$ cat src/rtl/branch_checkpoint_buffer.sv
// In-flight branch tracker: one entry and one RAT checkpoint slot per dispatched branch.
// Optional BCB_TAG_RESOLVE_EN resolves by slot tag instead of the PC-CAM oldest match.
module branch_checkpoint_buffer #(
  parameter int DEPTH = 8,
  parameter int PC_W  = 32,
  localparam int PTR_W = $clog2(DEPTH)
) (
  input  logic             clk,
  input  logic             rst,
  input  logic             alloc_valid,
  input  logic [PC_W-1:0]  alloc_pc,
  output logic             alloc_ready,
  input  logic             resolve_valid,
  input  logic [PC_W-1:0]  resolve_pc,
`ifdef BCB_TAG_RESOLVE_EN
  input  logic [PTR_W-1:0] resolve_tag,
`endif
  input  logic             resolve_mispredict,
  output logic             copy_rat,
  output logic [PTR_W-1:0] copy_tag,
  output logic             paste_rat,
  output logic [PTR_W-1:0] paste_tag,
  output logic             retire_valid,
  output logic [PTR_W-1:0] retire_tag,
  output logic [PTR_W:0]   count,
  output logic             empty,
  output logic             full
);

  logic [PC_W-1:0]  pc_q [DEPTH];
  logic [DEPTH-1:0] valid_q, resolved_q, squash;
  logic [PTR_W-1:0] head_q, tail_q, head_nxt, match_idx, rel_m, rel_j;
  logic             match_found, hit, mis, do_alloc, do_retire;
  logic [PTR_W:0]   count_nxt;

  assign alloc_ready = !full;

`ifdef BCB_TAG_RESOLVE_EN
  always_comb begin
    match_idx   = resolve_tag;
    match_found = valid_q[resolve_tag] && !resolved_q[resolve_tag];
  end
`else
  logic [PTR_W-1:0] scan_idx;

  // Scan from head so the first hit is the oldest outstanding branch with this PC.
  always_comb begin
    match_found = 1'b0;
    match_idx   = head_q;
    scan_idx    = head_q;
    for (int i = 0; i < DEPTH; i++) begin
      scan_idx = head_q + PTR_W'(i);
      if (!match_found && valid_q[scan_idx] && !resolved_q[scan_idx] &&
          pc_q[scan_idx] == resolve_pc) begin
        match_found = 1'b1;
        match_idx   = scan_idx;
      end
    end
  end
`endif

  assign hit       = resolve_valid && match_found;
  assign mis       = hit && resolve_mispredict;
  assign do_retire = valid_q[head_q] && resolved_q[head_q];
  assign do_alloc  = alloc_valid && !full && !mis;
  assign head_nxt  = do_retire ? head_q + PTR_W'(1) : head_q;
  assign rel_m     = match_idx - head_q;

  // Squash range measured as distance from head, so a full buffer (tail == head) still works.
  always_comb begin
    squash = '0;
    rel_j  = '0;
    for (int j = 0; j < DEPTH; j++) begin
      rel_j     = PTR_W'(j) - head_q;
      squash[j] = mis && (rel_j >= rel_m) && ({1'b0, rel_j} < count);
    end
  end

  always_comb begin
    if (mis) count_nxt = {1'b0, PTR_W'(match_idx - head_nxt)};
    else     count_nxt = count + (PTR_W+1)'(do_alloc) - (PTR_W+1)'(do_retire);
  end

  always_ff @(posedge clk or negedge rst) begin
    if (!rst) begin
      for (int k = 0; k < DEPTH; k++) pc_q[k] <= '0;
      valid_q      <= '0;
      resolved_q   <= '0;
      head_q       <= '0;
      tail_q       <= '0;
      count        <= '0;
      empty        <= 1'b1;
      full         <= 1'b0;
      copy_rat     <= 1'b0;
      copy_tag     <= '0;
      paste_rat    <= 1'b0;
      paste_tag    <= '0;
      retire_valid <= 1'b0;
      retire_tag   <= '0;
    end else begin
      head_q <= head_nxt;
      if (mis)           tail_q <= match_idx;
      else if (do_alloc) tail_q <= tail_q + PTR_W'(1);
      count <= count_nxt;
      empty <= (count_nxt == '0);
      full  <= (count_nxt == (PTR_W+1)'(DEPTH));

      for (int k = 0; k < DEPTH; k++) begin
        if (squash[k]) begin
          valid_q[k]    <= 1'b0;
          resolved_q[k] <= 1'b0;
        end
      end
      if (do_alloc) begin
        pc_q[tail_q]       <= alloc_pc;
        valid_q[tail_q]    <= 1'b1;
        resolved_q[tail_q] <= 1'b0;
      end
      if (do_retire) begin
        valid_q[head_q]    <= 1'b0;
        resolved_q[head_q] <= 1'b0;
      end
      if (hit && !mis) resolved_q[match_idx] <= 1'b1;

      copy_rat     <= do_alloc;
      paste_rat    <= mis;
      retire_valid <= do_retire;
      if (do_alloc)  copy_tag   <= tail_q;
      if (mis)       paste_tag  <= match_idx;
      if (do_retire) retire_tag <= head_q;
    end
  end

endmodule

$ cat config.mk
export PLATFORM = sky130hd
export DESIGN_NAME = branch_checkpoint_buffer
export DESIGN_NICKNAME = d
export VERILOG_FILES = /design/src/rtl/branch_checkpoint_buffer.sv
export SDC_FILE = /design/constraint.sdc
export NUM_CORES = 1
export LEC_CHECK = 0
export BUFFER_PORTS_ARGS = -buffer_cell sky130_fd_sc_hd__buf_2
export CAP_MARGIN = 20
export CORE_UTILIZATION = 35
export DETAILED_ROUTE_END_ITERATION = 6
export PLACE_DENSITY = 0.46
export SETUP_SLACK_MARGIN = 0.4
export SLEW_MARGIN = 15
export SYNTH_ARGS = -nofsm -noshare
export SYNTH_HDL_FRONTEND = slang
export SYNTH_SLANG_ARGS = --single-unit
$ cat constraint.sdc
create_clock -name clk -period 13.1 [get_ports clk]
set_input_delay 0.655 -clock clk [delete_from_list [all_inputs] [get_ports clk]]
set_output_delay 0.655 -clock clk [all_outputs]
set_load 0.05 [all_outputs]
==> out/results.ini, run 1 <==
[grt]
grtUsageTotal = 0.299
grt_overflow = 0
grt_max_degree = 120
grt_pass1_vias = 25300
antenna_found_initial = 9
grt_pass1_wl_mm = 200

[sta]
fin_crit_sh = 0.735
rsz0062_at_grt = false
slew_viol_final = 0
setup_viol = 0
timing.fmax_mhz = 104
hold_viol = 0
finClkSkew_ns = 0.0298
layout_setup_ws_ns = 3.47
tns_ns = 0
slew_headroom = 0.161
worstMarginPinSlew_ns = 1.25
min_period_ns = 9.63

[floorplanning]
die_h_um = 305
start_util = 0.356
core_region_area_um2 = 90600
ios = 88
die_x_um = 305
row_count = 110
die-area_um2 = 93200

[worst_setup_path]
max_stage_delay_ns = 0.95
reg2reg_to = valid_q[0]$_DFF_PN0_
crit_top_cell = buf_4
path_cells = buf_4 > buf_4 > buf_4 > mux4_2 > mux2i_1 > xor2_1 > or4b_2 > nor4_1 > nand4_1 > o2111ai_1 > nor3_1 > a21oi_1 > o21ai_0 > o21ai_2 > inv_1 > fa_1 > xnor2_1 > o21ai_1 > and2_1 > ha_1 > o21a_1 > o21ai_0 > a21oi_1 > a31oi_1
path_buf_inv = 4
end_kind = register
r2r-start = head_q[0]$_DFF_PN0_
cp.required_ns = 13.63
path_max_fanout = 52
critPathArrivalTime_ns = 10.16
r2r_slack_ns = 3.47
slowest_stage = nor4_1
r2r_cells = 24
crit_family = buffers and inverters
path_class = reg2reg
start_kind = register

[synth]
async_flop_share = 1.00
yosysSeqAreaShare = 0.230
syn_area_um2 = 32200
syn_inst = 2654
ys_ff_latch = 296
synth.distinct_cells = 106
synth_ff_type = dfrtp_1
syn_nets = 2762
syn_area_per_cell_um2 = 12.1
synth_warnings = 0
synth-edff-count = 0

[drt]
final_antenna_net_count = 0
vias = 25800
vias_per_cell = 6.73
wire_per_inst_um = 36.8
drc_errors = 0
first_pass_iters = 6
drt_iter0_drc = 2827
routed_wl_mm = 141

[finish]
area_growth_pct = 7.41
nets = 2720
instances_no_fill = 3825
final_layout_size_suffix_gt1_frac = 0.329

[pwr]
power_density_nw_per_um2 = 209
peakVddDrop_mv = 0.103
leakagePower_nw = 12.4
total_power_mw = 7.24

[cts]
cts_buffers = 41
clk_latency_ns = 0.61
cts_hold_buf = 0
cts_tree = yes
cts_htree_levels = 2
ctsResizeCount = 0
cts_setup_buffers = 0
clock-sinks = 296
clockBufferDepth = 3
cts_root_buffer = clkbuf_16
clk_pin_slew_ns = 0.06

[placement]
placed_cells = 3744
dp_hpwl_mm = 106
place.gp.congestion = 1.06
port_buffers = 87
dpl_worst_slack_ns = 3.70

[worst_hold_path]
hp-class = in2async

[run]
drv_cap = 0

[run_status]
status = finished, final reports clean

[worst max path at each step]
stage / slack [ns] / startpoint / cells after the start / end
final: 3.47 / head_q[0]$_DFF_PN0_ / 24 / valid_q[0]$_DFF_PN0_
after global routing: 2.88 / head_q[0]$_DFF_PN0_ / 25 / valid_q[1]$_DFF_PN0_
after CTS: 3.67 / head_q[0]$_DFF_PN0_ / 25 / valid_q[0]$_DFF_PN0_
after detailed placement: 3.70 / head_q[0]$_DFF_PN0_ / 25 / valid_q[0]$_DFF_PN0_
after global placement: 3.80 / head_q[0]$_DFF_PN0_ / 25 / valid_q[1]$_DFF_PN0_
after floorplan: 5.00 / head_q[1]$_DFF_PN0_ / 32 / resolved_q[1]$_DFF_PN0_
[cells in the mapped netlist (11+ instances only)]
| cell | number | area share |
|---|---|---|
| clkbuf_1 | 46 | 0.0054 |
| nand3_1 | 40 | 0.0062 |
| a22oi_1 | 13 | 0.0030 |
| or4_1 | 23 | 0.0054 |
| nand4_1 | 43 | 0.0084 |
| buf_2 | 61 | 0.0095 |
| nor2_1 | 94 | 0.011 |
| nor2b_1 | 23 | 0.0045 |
| mux4_2 | 399 | 0.28 |
| and2_1 | 13 | 0.0025 |
| inv_1 | 38 | 0.0044 |
| ha_1 | 36 | 0.014 |
| xor2_1 | 53 | 0.014 |
| o21ai_0 | 42 | 0.0065 |
| buf_6 | 27 | 0.0094 |
| nand2b_1 | 22 | 0.0043 |
| nor4_1 | 46 | 0.0089 |
| and3_1 | 19 | 0.0037 |
| o22ai_1 | 38 | 0.0074 |
| a21oi_1 | 53 | 0.0082 |
| a21o_1 | 11 | 0.0026 |
| dfrtp_1 | 295 | 0.23 |
| xnor2_1 | 188 | 0.051 |
| nand2_1 | 74 | 0.0086 |
| buf_4 | 38 | 0.0089 |
| mux2_2 | 210 | 0.073 |
| or3_1 | 18 | 0.0035 |
| buf_1 | 34 | 0.0040 |
| mux2i_1 | 294 | 0.091 |
| mux2_1 | 86 | 0.030 |
| nor3_1 | 34 | 0.0053 |
[flip-flops by register name, indices dropped and copies added, names as in the netlist, 3 cells and up]
register,count
pc_q,256
resolved_q,8
valid_q,8
count,4
copy_tag,3
head_q,3
paste_tag,3
retire_tag,3
tail_q,3
[area by class of cell]
type	count	area (um^2)
Multi-Input combinational cell	2093	23300
Inverter	46	179
Clock buffer	54	1170
Clock inverter	22	244
Timing Repair Buffer	134	833
Sequential cell	296	7420
Fill cell	8760	56000
Tap cell	1176	1470
Antenna cell	4	10.0
[routing by layer]
layer	GRT usage	part of all wire	vias up
met1	0.411	0.42	13600
met2	0.473	0.46	1341
met5	0	0	-
met3	0.0490	0.073	204
li1	-	-	10600
met4	0.112	0.041	0
[kinds of logic (layout without fill, tap and decap cells)]
kind of cell / after synthesis / in the layout / share of synthesized area
AO/OA/AOI/OAI: 295 / 295 / 0.0654
XOR/XNOR: 243 / 243 / 0.0666
adder cells (fa/ha/maj): 39 / 39 / 0.0159
buffers and inverters: 265 / 256 / 0.0498
flip-flops: 296 / 296 / 0.230
multiplexers: 997 / 997 / 0.480
other: 0 / 4 / 0
AND/OR/NAND/NOR: 519 / 519 / 0.0919
[layout by cell type, fill, tap and decap left out, drive strengths merged, types with 9 or more instances in the layout]
cell type	count
o211ai	9
mux4	407
nand3	40
or4	24
nor4	48
o21ai	47
dfrtp	295
o31ai	10
nand4b	9
nand2b	22
and3	19
nor2	96
nor3	35
a21oi	53
a22oi	13
nand4	43
xor2	54
nor2b	23
o22ai	38
clkinv	17
mux2i	294
and2	15
clkbuf	54
buf	134
mux2	296
a21o	11
o21a	10
inv	44
or3	18
nand2	75
a211oi	10
xnor2	189
or2	10
ha	36
[through the flow]
step                hold slack [ns]  area (um^2)  utilization
finish                       0.0847        34600        0.382
global route                  0.132        34600        0.382
CTS                          0.0946        34600        0.382
detailed placement            0.466        33200        0.366
global placement              0.459        33200        0.366
floorplan                     0.359        32200            -
[power by group]
part	total, mW	switching (mW)	leakage (nW)	internal (mW)
Clock	1.17	0.463	0.691	0.710
Combinational	3.74	1.95	8.18	1.79
Sequential	2.33	0.991	3.56	1.34
Total	7.24	3.40	12.4	3.84
(Power assumes the default switching activity.)
==> run 2, diff against run 1 <==
- PLACE_DENSITY: 0.46 -> 0.48
- clock period: 13.1 -> 7.8 ns (I/O delays scaled with it)
==> run 2 against run 1 <==
Combinational power increased by 71%. Critical path type unchanged. Cell count increased by 3.0%. Clock skew decreased by 0.0080 ns. Sequential share of layout area decreased by 0.67 points. Critical endpoint is now resolved_q[6]$_DFF_PN0_.
==> out/results.ini, run 2 (same netlist as run 1, synthesis figures left out) <==
[run_status]
status = finished, final reports clean

[placement]
place.gp.congestion = 1.05
dpl_worst_slack_ns = -0.00374
port_buffers = 87
dp_hpwl_mm = 111

[finish]
nets = 2838
final_layout_size_suffix_gt1_frac = 0.357
fillerInstances = 8635
area_growth_pct = 10.9
largest_register_ff_count = 256
regMostFlops = pc_q
reg.largest.list = pc_q (256), resolved_q (8), valid_q (8)
final_cell_mix = mux4_2, mux2i_1, dfrtp_1, mux2_2, xnor2_1
postLayoutCoreUtil = 0.394
final_common_cell = mux4_2

[cts]
cts_tree = yes
clk_pin_slew_ns = 0.07
clock-sinks = 296
clockBufferDepth = 3
cts_root_buffer = clkbuf_16
clk_latency_ns = 0.60
cts_buffers = 40
cts_htree_levels = 2

[sta]
tns_ns = 0
worstMarginPinSlew_ns = 1.29
timing.fmax_mhz = 138
rsz0062_at_grt = false
min_period_ns = 7.26
finClkSkew_ns = 0.0218
setup_viol = 0
layout_setup_ws_ns = 0.540
slew_headroom = 0.138
hold_viol = 0
fin_crit_sh = 0.931
slew_viol_final = 0

[worst_setup_path]
slowest_stage = dfrtp_4
cp.required_ns = 8.28
path_buf_inv = 3
max_stage_delay_ns = 0.51
path_class = reg2reg
crit_top_cell = o21ai_1
path_max_fanout = 33
end_kind = register
critPathArrivalTime_ns = 7.74
crit_family = simple AND/OR/NAND/NOR gates
path_cells = inv_1 > ha_4 > buf_12 > mux4_2 > mux2i_2 > xor2_1 > nand4b_1 > a2111oi_1 > nand4_1 > or3_1 > nor3_1 > nor2_1 > o21ai_1 > o21ai_2 > inv_2 > fa_1 > ha_1 > or2_2 > o31a_4 > a221oi_2 > a2111o_1 > o31ai_2 > o21ai_1
start_kind = register
r2r_cells = 23
path_depth = 23

[drt]
routed_wl_mm = 147
drc_errors = 0
first_pass_iters = 6
vias = 26100
vias_per_cell = 6.63
drt_iter0_drc = 2745
final_antenna_net_count = 0
wire_per_inst_um = 37.2

[floorplanning]
die_x_um = 305
start_util = 0.356
ios = 88
die_h_um = 305
row_count = 110
core_region_area_um2 = 90600
die-area_um2 = 93200

[worst_hold_path]
min_path_cells = 2
hp-class = in2reg

[grt]
grt_max_degree = 134
grtUsageTotal = 0.308
grt_pass1_wl_mm = 206
grt_pass1_vias = 25600
antenna_found_initial = 10
grt_overflow = 0

[pwr]
peakVddDrop_mv = 0.232
leakagePower_nw = 13.0
total_power_mw = 12.2
power_density_nw_per_um2 = 341

[run]
drv_cap = 0

## run 2: cell types whose count changed in the layout (fill, tap and decap cells not counted), moves of 2 or more
cell | before | now
buf_12 | 3 | 18
buf_16 | 0 | 3
buf_4 | 43 | 141
clkbuf_1 | 6 | 11
clkbuf_8 | 5 | 7
clkinv_4 | 5 | 2
diode_2 | 4 | 6
inv_6 | 2 | 0
## run 2: what timing repair did
item / 4_1_cts / 5_1_grt
hold endpoints to repair: 94 / 0
pin swaps: 1 / 3
setup endpoints to repair: 16 / 14
gates resized for setup: 3 / 9
buffers inserted: 2 / 19
gates cloned: 0 / 2
hold buffers: 1 / 0
## run 2: cell type report
cell class,instances,area (um^2),area share
diodes,6,15.0,0.000421
clock buffers,59,1160,0.0326
clock inverters,12,144,0.00403
inverters,46,183,0.00512
multi-input cells,2093,23300,0.652
flip-flops and latches,296,7420,0.208
well taps,1176,1470,0.0412
repair buffers,253,2010,0.0564
## run 2: report_power, final
part | switching [mW] | total (mW) | internal, mW
registers | 1.68 | 3.92 | 2.24
clock network | 0.735 | 1.86 | 1.13
logic | 3.31 | 6.39 | 3.08
total | 5.72 | 12.2 | 6.45
## run 2: metal layers
layer	GRT usage	wire length, um	vias up
met1	0.423	62200	14000
met3	0.0428	9460	183
met4	0.101	4950	4
li1	-	-	10800
met5	0	23	-
met2	0.501	69900	1178
## run 2: final timing paths
path / start / slack [ns] / to
hold reg to reg: copy_tag[1]$_DFFE_PN0P_ / 0.48 / copy_tag[1]$_DFFE_PN0P_
min in group asynchronous: rst / 0.38 / full$_DFF_PN0_
setup / recovery: head_q[2]$_DFF_PN0_ / 0.54 / resolved_q[6]$_DFF_PN0_
max in group asynchronous: rst / 5.90 / pc_q[199]$_DFFE_PN0P_
hold / removal: alloc_pc[3] / 0.11 / pc_q[227]$_DFFE_PN0P_
setup reg to reg: head_q[2]$_DFF_PN0_ / 0.54 / resolved_q[6]$_DFF_PN0_
## run 2: per-stage QoR
stage,hold slack (ns),std cells,instance area (um^2)
final,0.114,3941,35700
after global routing,0.114,3938,35700
after CTS,0.0702,3913,35400
after detailed placement,0.476,3839,34100
after global placement,0.450,3838,34100
after floorplan,0.0944,2654,32200
==> run 3, diff against run 2 <==
- MAX_ROUTING_LAYER: default -> met4
==> run 3 against run 2 <==
Clock power hardly changed. Worst setup slack got worse by 0.017 ns. Critical path depth stayed put. Non-clock buffer count shrank 10. Sequential share of layout area about the same. Die area unchanged. Utilization is 0.070 points lower. Routed wire length down 0.74%. Global-route usage rose by 0.43 points. Critical path type unchanged. Largest power group unchanged.
==> out/results.ini, run 3 (same netlist as run 1, synthesis figures left out) <==
[floorplanning]
ios = 88
die_h_um = 305
core_region_area_um2 = 90600
die-area_um2 = 93200
row_count = 110
die_x_um = 305
start_util = 0.356

[cts]
clockBufferDepth = 3
clk_pin_slew_ns = 0.06
cts_tree = yes
clock-sinks = 296
cts_root_buffer = clkbuf_16
cts_buffers = 40
cts_htree_levels = 2
clk_latency_ns = 0.62

[worst_setup_path]
path_cells = inv_4 > ha_4 > buf_4 > mux4_2 > mux2i_1 > xnor2_1 > nand4b_1 > a2111oi_1 > nand4_1 > or3_1 > nor3_1 > inv_1 > o21ai_2 > inv_2 > fa_1 > xor2_1 > nand3_1 > and2_1 > ha_1 > nor2b_1 > o221ai_1 > nand3_1 > o22ai_1
end_kind = register
path_class = reg2reg
path_buf_inv = 4
max_stage_delay_ns = 0.62
crit_top_cell = nand3_1
start_kind = register
critPathArrivalTime_ns = 7.80
crit_family = simple AND/OR/NAND/NOR gates
slowest_stage = a2111oi_1
cp.required_ns = 8.32
path_max_fanout = 18

[finish]
nets = 2828
largest_register_ff_count = 256
area_growth_pct = 10.7
final_cell_mix = mux4_2, mux2i_1, dfrtp_1, mux2_2, xnor2_1
reg.largest.list = pc_q (256), resolved_q (8), valid_q (8)
final_layout_size_suffix_gt1_frac = 0.355
regMostFlops = pc_q
final_common_cell = mux4_2

[grt]
grt_overflow = 0
grt_pass1_vias = 25600
antenna_found_initial = 8
grt_max_degree = 134
grtUsageTotal = 0.313
grt_pass1_wl_mm = 203

[drt]
vias_per_cell = 6.71
routed_wl_mm = 145
first_pass_iters = 5
vias = 26400
drt_iter0_drc = 2744
drc_errors = 0
wire_per_inst_um = 37.0
final_antenna_net_count = 0

[sta]
finClkSkew_ns = 0.0293
hold_viol = 0
slew_viol_final = 0
timing.fmax_mhz = 137
worstMarginPinSlew_ns = 1.34
rsz0062_at_grt = false
setup_viol = 0
min_period_ns = 7.28
tns_ns = 0
fin_crit_sh = 0.933
slew_headroom = 0.0987

[placement]
dp_hpwl_mm = 109
port_buffers = 87
place.gp.congestion = 1.05

[pwr]
leakagePower_nw = 13.0
power_density_nw_per_um2 = 342
total_power_mw = 12.2
peakVddDrop_mv = 0.213

[run_status]
status = finished, final reports clean

[worst_hold_path]
hp-class = in2reg

[run]
drv_cap = 0

[run 3: cell count changes in the layout (fill, tap and decap cells not counted), moves of 2 or more]
| cell | before | now |
|---|---|---|
| clkinv_2 | 8 | 6 |
| diode_2 | 6 | 4 |
| buf_4 | 141 | 132 |
| clkbuf_8 | 7 | 3 |
[run 3: through the flow]
stage / setup WS (ns) / utilization / instances / area (um^2) / hold slack, ns
2_1_floorplan: 0.427 / - / 2654 / 32200 / 0.0944
3_3_place_gp: 0.261 / 0.376 / 3837 / 34000 / 0.450
3_5_place_dp: 0.228 / 0.376 / 3837 / 34000 / 0.466
4_1_cts: 0.409 / 0.391 / 3909 / 35400 / 0.0681
5_1_grt: 0.401 / 0.393 / 3926 / 35600 / 0.109
6_report: 0.523 / 0.394 / 3928 / 35600 / 0.102
[run 3: path summary, 6_finish.rpt]
| check | slack [ns] | start | endpoint | depth (start not counted) |
|---|---|---|---|---|
| worst max-delay path | 0.52 | head_q[1]$_DFF_PN0_ | resolved_q[1]$_DFF_PN0_ | 23 |
| worst min-delay path | 0.10 | alloc_pc[16] | pc_q[48]$_DFFE_PN0P_ | 2 |
| worst max register to register | 0.52 | head_q[1]$_DFF_PN0_ | resolved_q[1]$_DFF_PN0_ | 23 |
| worst min register to register | 0.47 | copy_tag[1]$_DFFE_PN0P_ | copy_tag[1]$_DFFE_PN0P_ | 1 |
| max in group asynchronous | 5.90 | rst | pc_q[103]$_DFFE_PN0P_ | 3 |
| min in group asynchronous | 0.38 | rst | full$_DFF_PN0_ | 2 |
[run 3: layout make-up]
class                   count  area, um^2
repair buffers            243        1940
multi-input cells        2093       23300
well taps                1176        1470
clock inverters            15         190
diodes                      4        10.0
fillers                  8634       54900
inverters                  46         180
flip-flops and latches    296        7420
clock buffers              55        1110
[run 3: power by group]
| group | internal, mW | total, mW | switching, mW |
|---|---|---|---|
| combinational | 3.08 | 6.40 | 3.32 |
| sequential | 2.24 | 3.89 | 1.65 |
| clock | 1.12 | 1.88 | 0.756 |
[run 3: routing by layer]
metal,GRT usage,routed length [um],vias to the layer above
met3,0.0367,10100,187
met5,-,0,-
met1,0.421,61800,14000
met2,0.493,68800,1431
met4,0.0970,4680,0
li1,-,-,10800
[run 3: timing repair]
action,in CTS,in global routing
hold buffers,1,0
endpoints found under the hold margin,91,0
setup endpoints to repair,12,11
pin swaps,1,3
cloned,0,2
buffers inserted,1,13
resized for setup,2,6
